--- src/rtl/shift_pipe.sv ---
// Pipelined SHL/SHR/SRA shifter with valid/ready handshakes, sideband tag and flush.
// Define SHIFT_ROTATE_EN to make sfn=2'b10 a rotate-left; otherwise it returns 0.
module shift_pipe #(
  parameter int unsigned WIDTH  = 32,
  parameter int unsigned STAGES = 2,
  parameter int unsigned TAG_W  = 5,
  localparam int unsigned SW    = $clog2(WIDTH)
) (
  input  logic             clk,
  input  logic             rst_n,
  input  logic             flush,
  input  logic             in_valid,
  output logic             in_ready,
  input  logic [1:0]       in_sfn,
  input  logic [WIDTH-1:0] in_a,
  input  logic [SW-1:0]    in_b,
  input  logic [TAG_W-1:0] in_tag,
  output logic             out_valid,
  input  logic             out_ready,
  output logic [WIDTH-1:0] out_y,
  output logic [TAG_W-1:0] out_tag
);

  localparam logic [1:0] SfnShl = 2'b00;
  localparam logic [1:0] SfnShr = 2'b01;
  localparam logic [1:0] SfnSra = 2'b11;

  logic [STAGES-1:0] r_valid;
  logic [WIDTH-1:0]  r_data [STAGES];
  logic [1:0]        r_sfn  [STAGES];
  logic [SW-1:0]     r_amt  [STAGES];
  logic              r_sign [STAGES];
  logic [TAG_W-1:0]  r_tag  [STAGES];

  logic [STAGES-1:0] w_adv;
  logic [STAGES-1:0] w_load;
  logic [WIDTH-1:0]  w_din  [STAGES];
  logic [1:0]        w_sfn  [STAGES];
  logic [SW-1:0]     w_amt  [STAGES];
  logic              w_sign [STAGES];
  logic [TAG_W-1:0]  w_tag  [STAGES];
  logic [WIDTH-1:0]  w_res  [STAGES];

  // One log-shifter step by a power-of-two amount.
  function automatic logic [WIDTH-1:0] f_step(input logic [WIDTH-1:0] d,
                                              input logic [1:0]       sfn,
                                              input logic             sign,
                                              input int               sh);
    logic [WIDTH-1:0] r;
    unique case (sfn)
      SfnShl:  r = d << sh;
      SfnShr:  r = d >> sh;
      SfnSra:  r = (d >> sh) | ({WIDTH{sign}} & ~({WIDTH{1'b1}} >> sh));
`ifdef SHIFT_ROTATE_EN
      default: r = (d << sh) | (d >> (WIDTH - sh));
`else
      default: r = '0;
`endif
    endcase
    return r;
  endfunction

  // Applies amount bits [lo..hi] to the stage input.
  function automatic logic [WIDTH-1:0] f_stage(input logic [WIDTH-1:0] d,
                                               input logic [1:0]       sfn,
                                               input logic [SW-1:0]    amt,
                                               input logic             sign,
                                               input int               lo,
                                               input int               hi);
    logic [WIDTH-1:0] r;
    r = d;
    for (int j = 0; j < SW; j++) begin
      if (j >= lo && j <= hi && amt[j]) begin
        r = f_step(r, sfn, sign, 1 << j);
      end
    end
`ifndef SHIFT_ROTATE_EN
    if (sfn == 2'b10) begin
      r = '0;
    end
`endif
    return r;
  endfunction

  assign w_din[0]  = in_a;
  assign w_sfn[0]  = in_sfn;
  assign w_amt[0]  = in_b;
  assign w_sign[0] = in_a[WIDTH-1];
  assign w_tag[0]  = in_tag;

  for (genvar g = 1; g < STAGES; g++) begin : g_link
    assign w_din[g]  = r_data[g-1];
    assign w_sfn[g]  = r_sfn[g-1];
    assign w_amt[g]  = r_amt[g-1];
    assign w_sign[g] = r_sign[g-1];
    assign w_tag[g]  = r_tag[g-1];
  end

  always_comb begin
    for (int i = 0; i < STAGES; i++) begin
      w_res[i] = f_stage(w_din[i], w_sfn[i], w_amt[i], w_sign[i],
                         (i * SW) / STAGES, ((i + 1) * SW) / STAGES - 1);
    end
  end

  // A stage advances if any downstream slot is empty or the consumer takes the result;
  // written without a self-referencing chain so the comb graph stays acyclic.
  always_comb begin
    w_adv = '0;
    for (int i = 0; i < STAGES; i++) begin
      logic w_room;
      w_room = out_ready;
      for (int k = i + 1; k < STAGES; k++) begin
        if (!r_valid[k]) begin
          w_room = 1'b1;
        end
      end
      w_adv[i] = r_valid[i] && w_room;
    end
  end

  assign in_ready = !flush && (!r_valid[0] || w_adv[0]);

  always_comb begin
    w_load    = '0;
    w_load[0] = in_valid && in_ready;
    for (int i = 1; i < STAGES; i++) begin
      w_load[i] = w_adv[i-1];
    end
  end

  always_ff @(posedge clk or negedge rst_n) begin
    if (!rst_n) begin
      r_valid <= '0;
      for (int i = 0; i < STAGES; i++) begin
        r_data[i] <= '0;
        r_sfn[i]  <= '0;
        r_amt[i]  <= '0;
        r_sign[i] <= 1'b0;
        r_tag[i]  <= '0;
      end
    end else begin
      for (int i = 0; i < STAGES; i++) begin
        if (flush) begin
          r_valid[i] <= 1'b0;
        end else if (w_load[i]) begin
          r_valid[i] <= 1'b1;
        end else if (w_adv[i]) begin
          r_valid[i] <= 1'b0;
        end
        if (w_load[i]) begin
          r_data[i] <= w_res[i];
          r_sfn[i]  <= w_sfn[i];
          r_amt[i]  <= w_amt[i];
          r_sign[i] <= w_sign[i];
          r_tag[i]  <= w_tag[i];
        end
      end
    end
  end

  assign out_valid = r_valid[STAGES-1];
  assign out_y     = r_data[STAGES-1];
  assign out_tag   = r_tag[STAGES-1];

endmodule

--- config.mk ---
export PLATFORM = sky130hd
export DESIGN_NAME = shift_pipe
export DESIGN_NICKNAME = d
export VERILOG_FILES = /design/src/rtl/shift_pipe.sv
export SDC_FILE = /design/constraint.sdc
export NUM_CORES = 1
export LEC_CHECK = 0
export CAP_MARGIN = 15
export CORE_MARGIN = 4
export CORE_UTILIZATION = 50
export DETAILED_ROUTE_END_ITERATION = 8
export PLACE_DENSITY = 0.79
export SYNTH_ARGS = -nofsm -noshare
export SYNTH_HDL_FRONTEND = slang
export SYNTH_SLANG_ARGS = --single-unit
--- constraint.sdc ---
create_clock -name clk -period 1.95 [get_ports clk]
set_input_delay 0.195 -clock clk [delete_from_list [all_inputs] [get_ports clk]]
set_output_delay 0.195 -clock clk [all_outputs]
set_load 0.01 [all_outputs]
==> metrics.csv, run 1 <==
stage,metric,value,unit
run_status,status,completed,
synth,yosys_register_bits,82,
timing,fin_skew,13.5,ps
synth,ys_seq_area_share,27.8,%
critical_path,cp-start-kind,register,
synth,netlist_top_cells_count,"nand2_1, dfrtp_1, mux2i_1, nor2_1, o21ai_0",
finish,final_util,61.1,%
critical_path,path_depth,5,
timing,finalHoldViolations,0,
timing,maxSlewViolCount,0,
timing,post-route-min-period,1910,ps
critical_path,criticalPathCategory,register to register,
critical_path,cp-end-kind,register,
synth,synth_most_common_cell,nand2_1,
critical_path,cpPeakStageDelay,420,ps
critical_path,crit_buf_inv,1,
placement,placed_cells,1131,
floorplan,die_w,129,µm
clocking,clkLatencyLatePin,350,ps
critical_path,path_max_fanout,28,
min_path,hold_class,input port to async pin,
grt,grt_overflow,0,
clocking,cts_buffer_depth,2,
clocking,numCtsBuffers,9,
timing,hold_slack,329,ps
clocking,clkTransAtPathRegs,70,ps
synth,syn_nets,964,
placement,hpwl,16.6,mm
synth,synth_top_area_share,27.8,%
placement,io_buffers,87,
timing,fin_tns_setup,0,ps
placement,place_congestion,1.03,
power,powerDensity,833,nW/µm²
finish,multiInputGateArea,4620,µm²
grt,grt_pass1_wl,37.1,mm
drt,routed.top_layer,met4,
power,p_leak,0.00360,µW
synth,synth-xor-area-share,0,%
synth,synthArstFlopShare,100,%
clocking,clkSinkCount,82,
synth,synth_cell_types,53,
drt,ant_nets,0,
timing,tightest_slew,555,ps
critical_path,crit_chain,buf_12 > or3b_1 > a311oi_2 > a211oi_1 > o41ai_2,
floorplan,dieArea,16800,µm²
synth,synth-adder-area-share,0,%
finish,fin_nets,1008,
clocking,post_cts_buffers,0,
flow_run,drv_cap,0,
critical_path,critical-path-top-delay-family,compound AO/OA/AOI/OAI gates,
floorplan,rows,44,
drt,drt-pass1-iter-count,6,
clocking,root_buffer,clkbuf_16,
timing,rsz0062_at_grt,false,
grt,grt_pass1_vias,6948,
critical_path,cp.arrival,2140,ps
drt,met1_length,9.31,mm
timing,max_slew_margin,62.6,%
drt,wl_met2,10.3,mm
synth,syn-mean-instance-area,8.07,µm²
synth,ys_warn_count,0,
synth,yosysTopAreaCell,dfrtp_1,
finish,diodes,0,
floorplan,initial_core_util,51.0,%
drt,via_count,7684,
synth,synthTopCellsByArea,"dfrtp_1, mux2i_1, nand2_1, buf_4, mux2_2",
critical_path,cp_data_required_time,2190,ps
drt,routed_wl,23.0,mm
synth,postSynthCellCount,915,
drt,drtIter0Drc,1195,
synth,synth_ff_type,dfrtp_1,
drt,drc_errors,0,
finish,stdcell_count,1148,
timing,setup_viol,0,
finish,drive_gt1_share,14.6,%
synth,synthSimpleGateAreaFrac,19.6,%
finish,seq_area,2060,µm²
timing,fmax,0.525,GHz
critical_path,r2r_cells,5,
floorplan,top_level_ports,88,
synth,synth_top_family_by_area,compound AO/OA/AOI/OAI gates,
synth,synth_edf_count,0,
synth,synth_area,7380,µm²
power,power.total,7370,µW
synth,synth_compound_area_share,27.9,%
drt,route.met3.wl,2.45,mm
grt,groute.usage.overall,27.3,%
power,vdd_drop_max,0.000483,V
timing,finalCritPeriodShare,97.7,%
finish,syn2layout_area_growth,19.9,%
critical_path,worst_path_max_delay_cell,dfrtp_1,
floorplan,core,14500,µm²
synth,synthMuxAreaShare,14.9,%
drt,wl_per_cell,20.0,µm
finish,fill_cells,1262,
grt,antenna_found_initial,0,
clocking,htree_levels,3,
drt,viasPerCell,6.69,
clocking,cts_tree,done,
critical_path,rrSetupSlack,40,ps
grt,grt_max_degree,47,
floorplan,chipHeight,129,µm
[cell families after synthesis]
group | count (synthesis)
buffers and inverters | 137
muxes | 105
DFF | 82
and+or+nand+nor | 298
AOI/OAI and AO/OA | 293
[placed cells by master, fill, tap and decap left out, types with 20 or more instances in the layout]
cell / n
or3b_1: 21
a31oi_1: 25
clkdlybuf4s50_1: 82
a32oi_1: 20
o21ai_0: 49
mux2_2: 27
o21ai_1: 29
mux2i_1: 77
a221o_1: 27
buf_4: 62
nand2_1: 125
a311oi_1: 23
dfrtp_1: 80
a21oi_1: 35
nor2_1: 76
[layer usage]
| metal | vias to the layer above | GRT usage [%] |
|---|---|---|
| li1 | 3504 | - |
| met4 | 0 | 10.9 |
| met5 | - | 0 |
| met1 | 3573 | 38.4 |
| met2 | 513 | 42.2 |
| met3 | 94 | 4.25 |
[layout make-up]
type,instances,share of cell area [%]
clock buffers,9,2.55
clock inverters,7,1.19
inverters,9,0.382
multi-input cells,696,52.2
flip-flops and latches,82,23.2
well taps,184,2.60
repair buffers,161,17.8
[through the flow]
step           worst slack (ps)  area [µm²]
2_1_floorplan               315        7380
3_3_place_gp               26.7        8490
3_5_place_dp              -6.22        8490
4_1_cts                    12.2        8840
5_1_grt                    10.9        8850
6_report                   44.3        8850
[worst register-to-register path, cell delays in order (launching register included)]
cell and delay, ps:
dfrtp_1 420, buf_12 180, or3b_1 400, a311oi_2 360, a211oi_1 120, o41ai_2 310
[worst paths after layout]
| path | end | from |
|---|---|---|
| max | out_y[29]$_DFFE_PN0P_ | r_sfn[3]$_DFFE_PN0P_ |
| min reg2reg | out_y[26]$_DFFE_PN0P_ | out_y[26]$_DFFE_PN0P_ |
| max reg2reg | out_y[29]$_DFFE_PN0P_ | r_sfn[3]$_DFFE_PN0P_ |
| max in group asynchronous | r_amt[7]$_DFFE_PN0P_ | rst_n |
| min | out_y[20]$_DFFE_PN0P_ | rst_n |
| min in group clk | r_data[62]$_DFFE_PN0P_ | in_sfn[0] |
[flip-flops by register name, indices dropped and copies added (netlist names)]
name     count
r_data      32
r_tag        5
r_sign       1
out_tag      5
r_sfn        2
out_y       32
r_amt        3
r_valid      2
[what timing repair did]
item | 4_1_cts | 5_1_grt
endpoints found under the setup margin | 1 | 5
hold endpoints to repair | 29 | 0
gates resized for setup | 1 | 3
hold buffers | 1 | 0
[report_power, final]
part	switching, µW	internal [µW]	total, µW
logic	1570	1440	3010
registers	425	2030	2460
clock network	761	1140	1910
Power figures use the tool's default switching activity.
==> run 2: changes to the inputs <==
--- a/config.mk
+++ b/config.mk
@@ -8,6 +8,7 @@
 export CAP_MARGIN = 15
 export CORE_MARGIN = 4
 export CORE_UTILIZATION = 50
+export CTS_BUF_LIST = sky130_fd_sc_hd__clkbuf_16
 export DETAILED_ROUTE_END_ITERATION = 8
 export PLACE_DENSITY = 0.79
 export SYNTH_ARGS = -nofsm -noshare
==> results of run 2 <==
The final DEF is identical to that of run 1; final timing and power are the same.
==> edit 1, RTL diff (config.mk and constraints of run 1) <==
The option `SHIFT_ROTATE_EN` is turned on by a define.
--- a/src/rtl/shift_pipe.sv
+++ b/src/rtl/shift_pipe.sv
@@ -1,4 +1,6 @@
 // Pipelined SHL/SHR/SRA shifter with valid/ready handshakes, sideband tag and flush.
 // Define SHIFT_ROTATE_EN to make sfn=2'b10 a rotate-left; otherwise it returns 0.
+`define SHIFT_ROTATE_EN
+
 module shift_pipe #(
   parameter int unsigned WIDTH  = 32,
Check against the original RTL: not equivalent (Yosys sat finds a counterexample within 4 cycles, from zero or initial values and one cycle with rst_n low).
==> edit 1 against run 1 <==
- synthesized cell count shrank 8.1%
- first-iteration DRC count decreased by 47%
- count of clock-buffer cells in the layout up 1
- routed wire length down 13%
- cell area down 3.3%
- setup slack improved by 0.012 ns
- power up 1.8%
- area after synthesis shrank 0.51%
- sequential cell count stayed put
- critical path depth decreased by 1
- die area down 0.48%
==> edit 1: results (changes against run 1) <==
----------------------------------------------------
[Critical path]
  Reg-to-reg critical path startpoint ... r_sfn[2]
  Slack of the worst reg-to-reg path ... 0.06 ns
  Crit Path Max Fanout ... 8 (-71%)
  Depth of the worst register-to-register path ... 4 (-1)

[Place]
  Routability congestion estimate from global placement ... 0.974 (-5.4%)
  Dpl hpwl ... 14,900 µm (-10%)
  Instance area at placement ... 8160 µm² (-3.9%)

[GRT]
  Met1 demand-to-capacity share in global routing ... 0.342 (-0.0420)
  Overall global routing resource usage ... 0.242 (-0.0307)
  Via count of the first global-routing pass ... 6,098 (-12%)
  Wire length of the first global-routing pass ... 32,600 µm (-12%)
  Global routing met3 resource utilization ... 0.0346 (-0.00783)
  Met2 Usage GRT ... 0.380 (-0.0427)
  Largest net degree at the start of global routing ... 68 (+45%)

[Drt]
  Wire length per cell after detailed routing ... 19.0 µm (-5.1%)
  Via-per-instance ratio ... 6.19 (-7.6%)
  Pre-antenna DRT Iters ... 5 (-1)
  Initial detailed-routing violation count ... 631 (-47%)

[Synth]
  Sequential cell area fraction in the yosys report ... 0.279 (+0.00142)
  Number of nets in the synthesized netlist ... 890 (-7.7%)
  Synth top cells by count ... sky130_fd_sc_hd__nand2_1, sky130_fd_sc_hd__mux2i_1, sky130_fd_sc_hd__nor2_1, sky130_fd_sc_hd__dfrtp_1, sky130_fd_sc_hd__a21oi_1
  Synth top area cells ... sky130_fd_sc_hd__dfrtp_1, sky130_fd_sc_hd__mux2i_1, sky130_fd_sc_hd__mux4_2, sky130_fd_sc_hd__a211oi_1, sky130_fd_sc_hd__nand2_1
  Synth unique cells ... 48 (-9.4%)

[Finish]
  Fill cells ... 1,293 (+2.5%)
  Share of layout cells above drive strength 1 ... 0.142 (-0.00439)
  Number of inserted diodes ... 0 (unchanged)
  Final core occ ... 0.591 (-0.0200)
  Fin nets ... 919 (-8.8%)

[Floorplanning]
  Floorplan die width ... 129 µm (-0.24%)

[Power]
  Static Leakage ... 3.41 nW (-5.2%)
  Peak ir drop on the vdd network ... 404 µV (-16%)

[Timing]
  Final clock skew ... 0.00460 ns (-0.00885 ns)
  Max-slew headroom ... 0.654 (+0.0282)

[Worst hold path]
  Type of the tightest min-delay check ... in -> reg

[Status]
  Run status ... complete, no violations

----------------------------------------------------
-- edit 1: power by group --
| part | switching [mW] | total (mW) | internal, mW |
|---|---|---|---|
| registers | 0.462 | 2.53 | 2.07 |
| logic | 1.52 | 3.03 | 1.51 |
| clock network | 0.665 | 1.94 | 1.28 |
-- edit 1: repair_timing --
action / in CTS / in global routing
hold buffers: 1 / 0
gates resized for setup: 1 / 2
setup endpoints to repair: 1 / 7
hold endpoints to repair: 32 / 0
buffers inserted: 0 / 3
-- edit 1: metrics by stage --
stage,instances,power [mW],setup WS [ns]
CTS,1055,7.48,0.00283
detailed placement,1039,5.53,-0.179
global placement,1039,5.46,-0.137
global route,1058,7.91,0.0157
finish,1058,7.50,0.0564
floorplan,841,4.59,0.384
-- edit 1: logic make-up after synthesis --
family	after synthesis	synth area share
flip-flops	82	0.279
multiplexers	134	0.240
AND/OR/NAND/NOR	241	0.139
buffers and inverters	126	0.109
AO/OA/AOI/OAI	258	0.233
-- edit 1: critical path: stages, from the launching register on --
cell,delay [ns]
sky130_fd_sc_hd__dfrtp_2,0.46
sky130_fd_sc_hd__nand3_1,0.40
sky130_fd_sc_hd__a31oi_1,0.49
sky130_fd_sc_hd__a2bb2oi_1,0.16
sky130_fd_sc_hd__a221oi_1,0.28
-- edit 1: how the worst min path moves through the flow --
stage | end | slack, ns | cells after the start
final | r_sfn[2] | 0.29 | 3
after detailed placement | out_tag[4] | 0.17 | 1
after CTS | r_sfn[2] | 0.27 | 3
after floorplan | out_tag[0] | -0.10 | 0
after global placement | out_tag[4] | 0.17 | 1
after global routing | r_sfn[2] | 0.30 | 3
-- edit 1: per-layer routing --
| metal | share of wire | vias up |
|---|---|---|
| met2 | 0.46 | 275 |
| li1 | - | 3142 |
| met5 | 0 | - |
| met4 | 0.031 | 0 |
| met3 | 0.067 | 49 |
| met1 | 0.44 | 3079 |
-- edit 1: layout make-up --
cell class,instances,area share
Timing Repair Buffer,137,0.163
Multi-Input combinational cell,633,0.526
Clock inverter,5,0.0120
Clock buffer,10,0.0279
Inverter,7,0.00307
Tap cell,184,0.0269
Sequential cell,82,0.240
==> edit 2, RTL diff (settings of run 1) <==
Made on the original files. Reset style: synchronous (`rst_n`), changed in one clocked block.
--- a/src/rtl/shift_pipe.sv
+++ b/src/rtl/shift_pipe.sv
@@ -130,5 +130,5 @@
   end
 
-  always_ff @(posedge clk or negedge rst_n) begin
+  always_ff @(posedge clk) begin
     if (!rst_n) begin
       r_valid <= '0;
Behaviour: differs if rst_n is asserted again (counterexample within 4 cycles, from zero or initial values and one cycle with rst_n low); with rst_n held inactive, the same outputs for 4 cycles.
==> edit 2 against run 1 <==
- power fell by 27%
- sequential cell count unchanged
- setup slack gained 0.0072 ns
- area after synthesis decreased by 6.4%
- non-clock buffer count up 14
- routed wire length down 2.2%
- critical path depth up 1
- cell area fell by 3.3%
- critical path type unchanged
==> edit 2: results (changes against run 1) <==
----------------------------------------------------
[Status]
  Run status ... complete, no violations

[Synth]
  Number of synthesized flops with an enable pin ... 80 (+80)
  Flip-flop cell with the highest count after synthesis ... sky130_fd_sc_hd__edfxtp_1
  Sequential cell area fraction in the yosys report ... 0.354 (+0.0755)
  Async set-or-reset flop fraction in the synthesized netlist ... 0 (-1.00)
  Number of nets in the synthesized netlist ... 853 (-12%)
  Yosys warning count ... 0 (unchanged)
  Synth unique cells ... 59 (+11%)
  Synth top area cells ... sky130_fd_sc_hd__edfxtp_1, sky130_fd_sc_hd__mux2i_1, sky130_fd_sc_hd__nor2_1, sky130_fd_sc_hd__buf_4, sky130_fd_sc_hd__a21oi_1
  Synth top cells by count ... sky130_fd_sc_hd__nor2_1, sky130_fd_sc_hd__edfxtp_1, sky130_fd_sc_hd__nand2_1, sky130_fd_sc_hd__a21oi_1, sky130_fd_sc_hd__mux2i_1
  Gate Count Post-Synth ... 804 (-12%)

[Place]
  Total of buffers placed on input and output ports ... 87 (unchanged)
  Dpl hpwl ... 16,600 µm (+0.13%)
  Instance area at placement ... 8150 µm² (-4.0%)
  Placed insts ... 1,039 (-8.1%)
  Routability congestion estimate from global placement ... 0.944 (-8.3%)
  Pre-CTS worst setup slack ... -0.107 ns (-0.101 ns)

[Critical path]
  Top delay family on crit path ... simple AND/OR/NAND/NOR gates
  Buffers & Inverters on Critical Path ... 1 (unchanged)
  Critical path arrival ... 2.10 ns (-0.04 ns)
  Crit Path Max Fanout ... 9 (-68%)
  Slowest stage cell on the critical path ... sky130_fd_sc_hd__or3b_4
  Delay contributed by the slowest stage of the critical path ... 0.39 ns (-0.03 ns)

[Clocking]
  H-tree lvl count ... 3 (unchanged)
  Worst skew pair latency ... ~0.36 ns
  Clock input transition at the sequential cells of the worst setup and hold paths ... 0.08 ns

[Finish]
  Fill cells ... 1,130 (-10%)
  Fin nets ... 925 (-8.2%)
  Share of layout cells above drive strength 1 ... 0.170 (+0.0240)
  Final non-filler cell total ... 1,057 (-7.9%)

[Drt]
  Wire length per cell after detailed routing ... 21.3 µm (+6.2%)
  Initial detailed-routing violation count ... 776 (-35%)
  Total via count in the routed design ... 6,949 (-9.6%)

[GRT]
  Via count of the first global-routing pass ... 6,504 (-6.4%)
  Overall global routing resource usage ... 0.277 (+0.00380)
  Wire length of the first global-routing pass ... 34,900 µm (-6.0%)
  Largest net degree at the start of global routing ... 90 (+91%)

[Power]
  Peak ir drop on the vdd network ... 407 µV (-16%)
  Static Leakage ... 3.21 nW (-11%)

[Timing]
  Period utilisation layout ... 0.974 (-0.00368)
  Final clock skew ... 0.0137 ns (+0.000274 ns)
  Pin slew with the least headroom to its limit ... 0.449 ns (-0.106 ns)
  Hold WS ... 0.362 ns (+0.0327 ns)

[Worst hold path]
  Type of the tightest min-delay check ... in -> reg

----------------------------------------------------
-- edit 2: cell count changes after synthesis, sizes merged, moves of 32 or more --
cell and delta:
a221oi +33, dfrtp -82, nand2 -62, edfxtp +80
nor2 +32, o21ai -63
-- edit 2: final cells by class --
cell class                 count  area (µm²)  area share
clock buffer                   9         225      0.0263
sequential                    82        2440       0.285
clock inverter                 7        65.1     0.00760
inverter                       9        36.3     0.00424
timing repair buffer         175        1690       0.198
multi-input combinational    599        3880       0.453
tap                          176         220      0.0257
-- edit 2: cells by family after synthesis --
kind of cell,count (synthesis),share of synthesized area
AND/OR/NAND/NOR,276,0.188
AO/OA/AOI/OAI,254,0.258
buffers and inverters,123,0.0976
multiplexers,69,0.103
flip-flops,82,0.354
-- edit 2: metrics by stage --
step	setup TNS, ns	total power [mW]
after floorplan	0	3.07
after global placement	-0.169	3.67
after detailed placement	-0.996	3.68
after CTS	0	5.34
after global routing	-0.0496	5.62
final	0	5.39
-- edit 2: final timing paths --
| check | from | endpoint | cells past startpoint |
|---|---|---|---|
| worst max-delay path | r_sfn[0][1] | r_data[0][38] | 6 |
| worst min register to register | r_tag[0][2] | r_tag[0][7] | 1 |
| worst max register to register | r_sfn[0][1] | r_data[0][38] | 6 |
| worst min-delay path | in_b[0] | r_data[0][7] | 3 |
-- edit 2: repair_timing --
item                       4_1_cts  5_1_grt
resized for setup                2       20
buffers inserted                 0        2
hold buffers                     0        0
gates cloned                     0        0
setup endpoints to repair        8       24
pin swaps                        0        6
-- edit 2: report_power, final --
part / internal, mW / switching (mW) / leakage [nW] / total (mW)
clock: 0.899 / 0.776 / 0.141 / 1.67
sequential: 2.06 / 0.110 / 0.865 / 2.17
combinational: 0.703 / 0.845 / 2.20 / 1.55
-- edit 2: routing by layer --
| metal | up-vias | part of all wire | GRT usage |
|---|---|---|---|
| li1 | 3185 | - | - |
| met2 | 434 | 0.47 | 0.452 |
| met3 | 84 | 0.087 | 0.0414 |
| met1 | 3246 | 0.39 | 0.356 |
| met4 | 0 | 0.047 | 0.145 |
| met5 | - | 0 | 0 |
-- edit 2: worst min-delay path, stage by stage --
cell	delay [ns]
sky130_fd_sc_hd__buf_2	0.15
sky130_fd_sc_hd__nand2_1	0.07
sky130_fd_sc_hd__a311oi_1	0.12
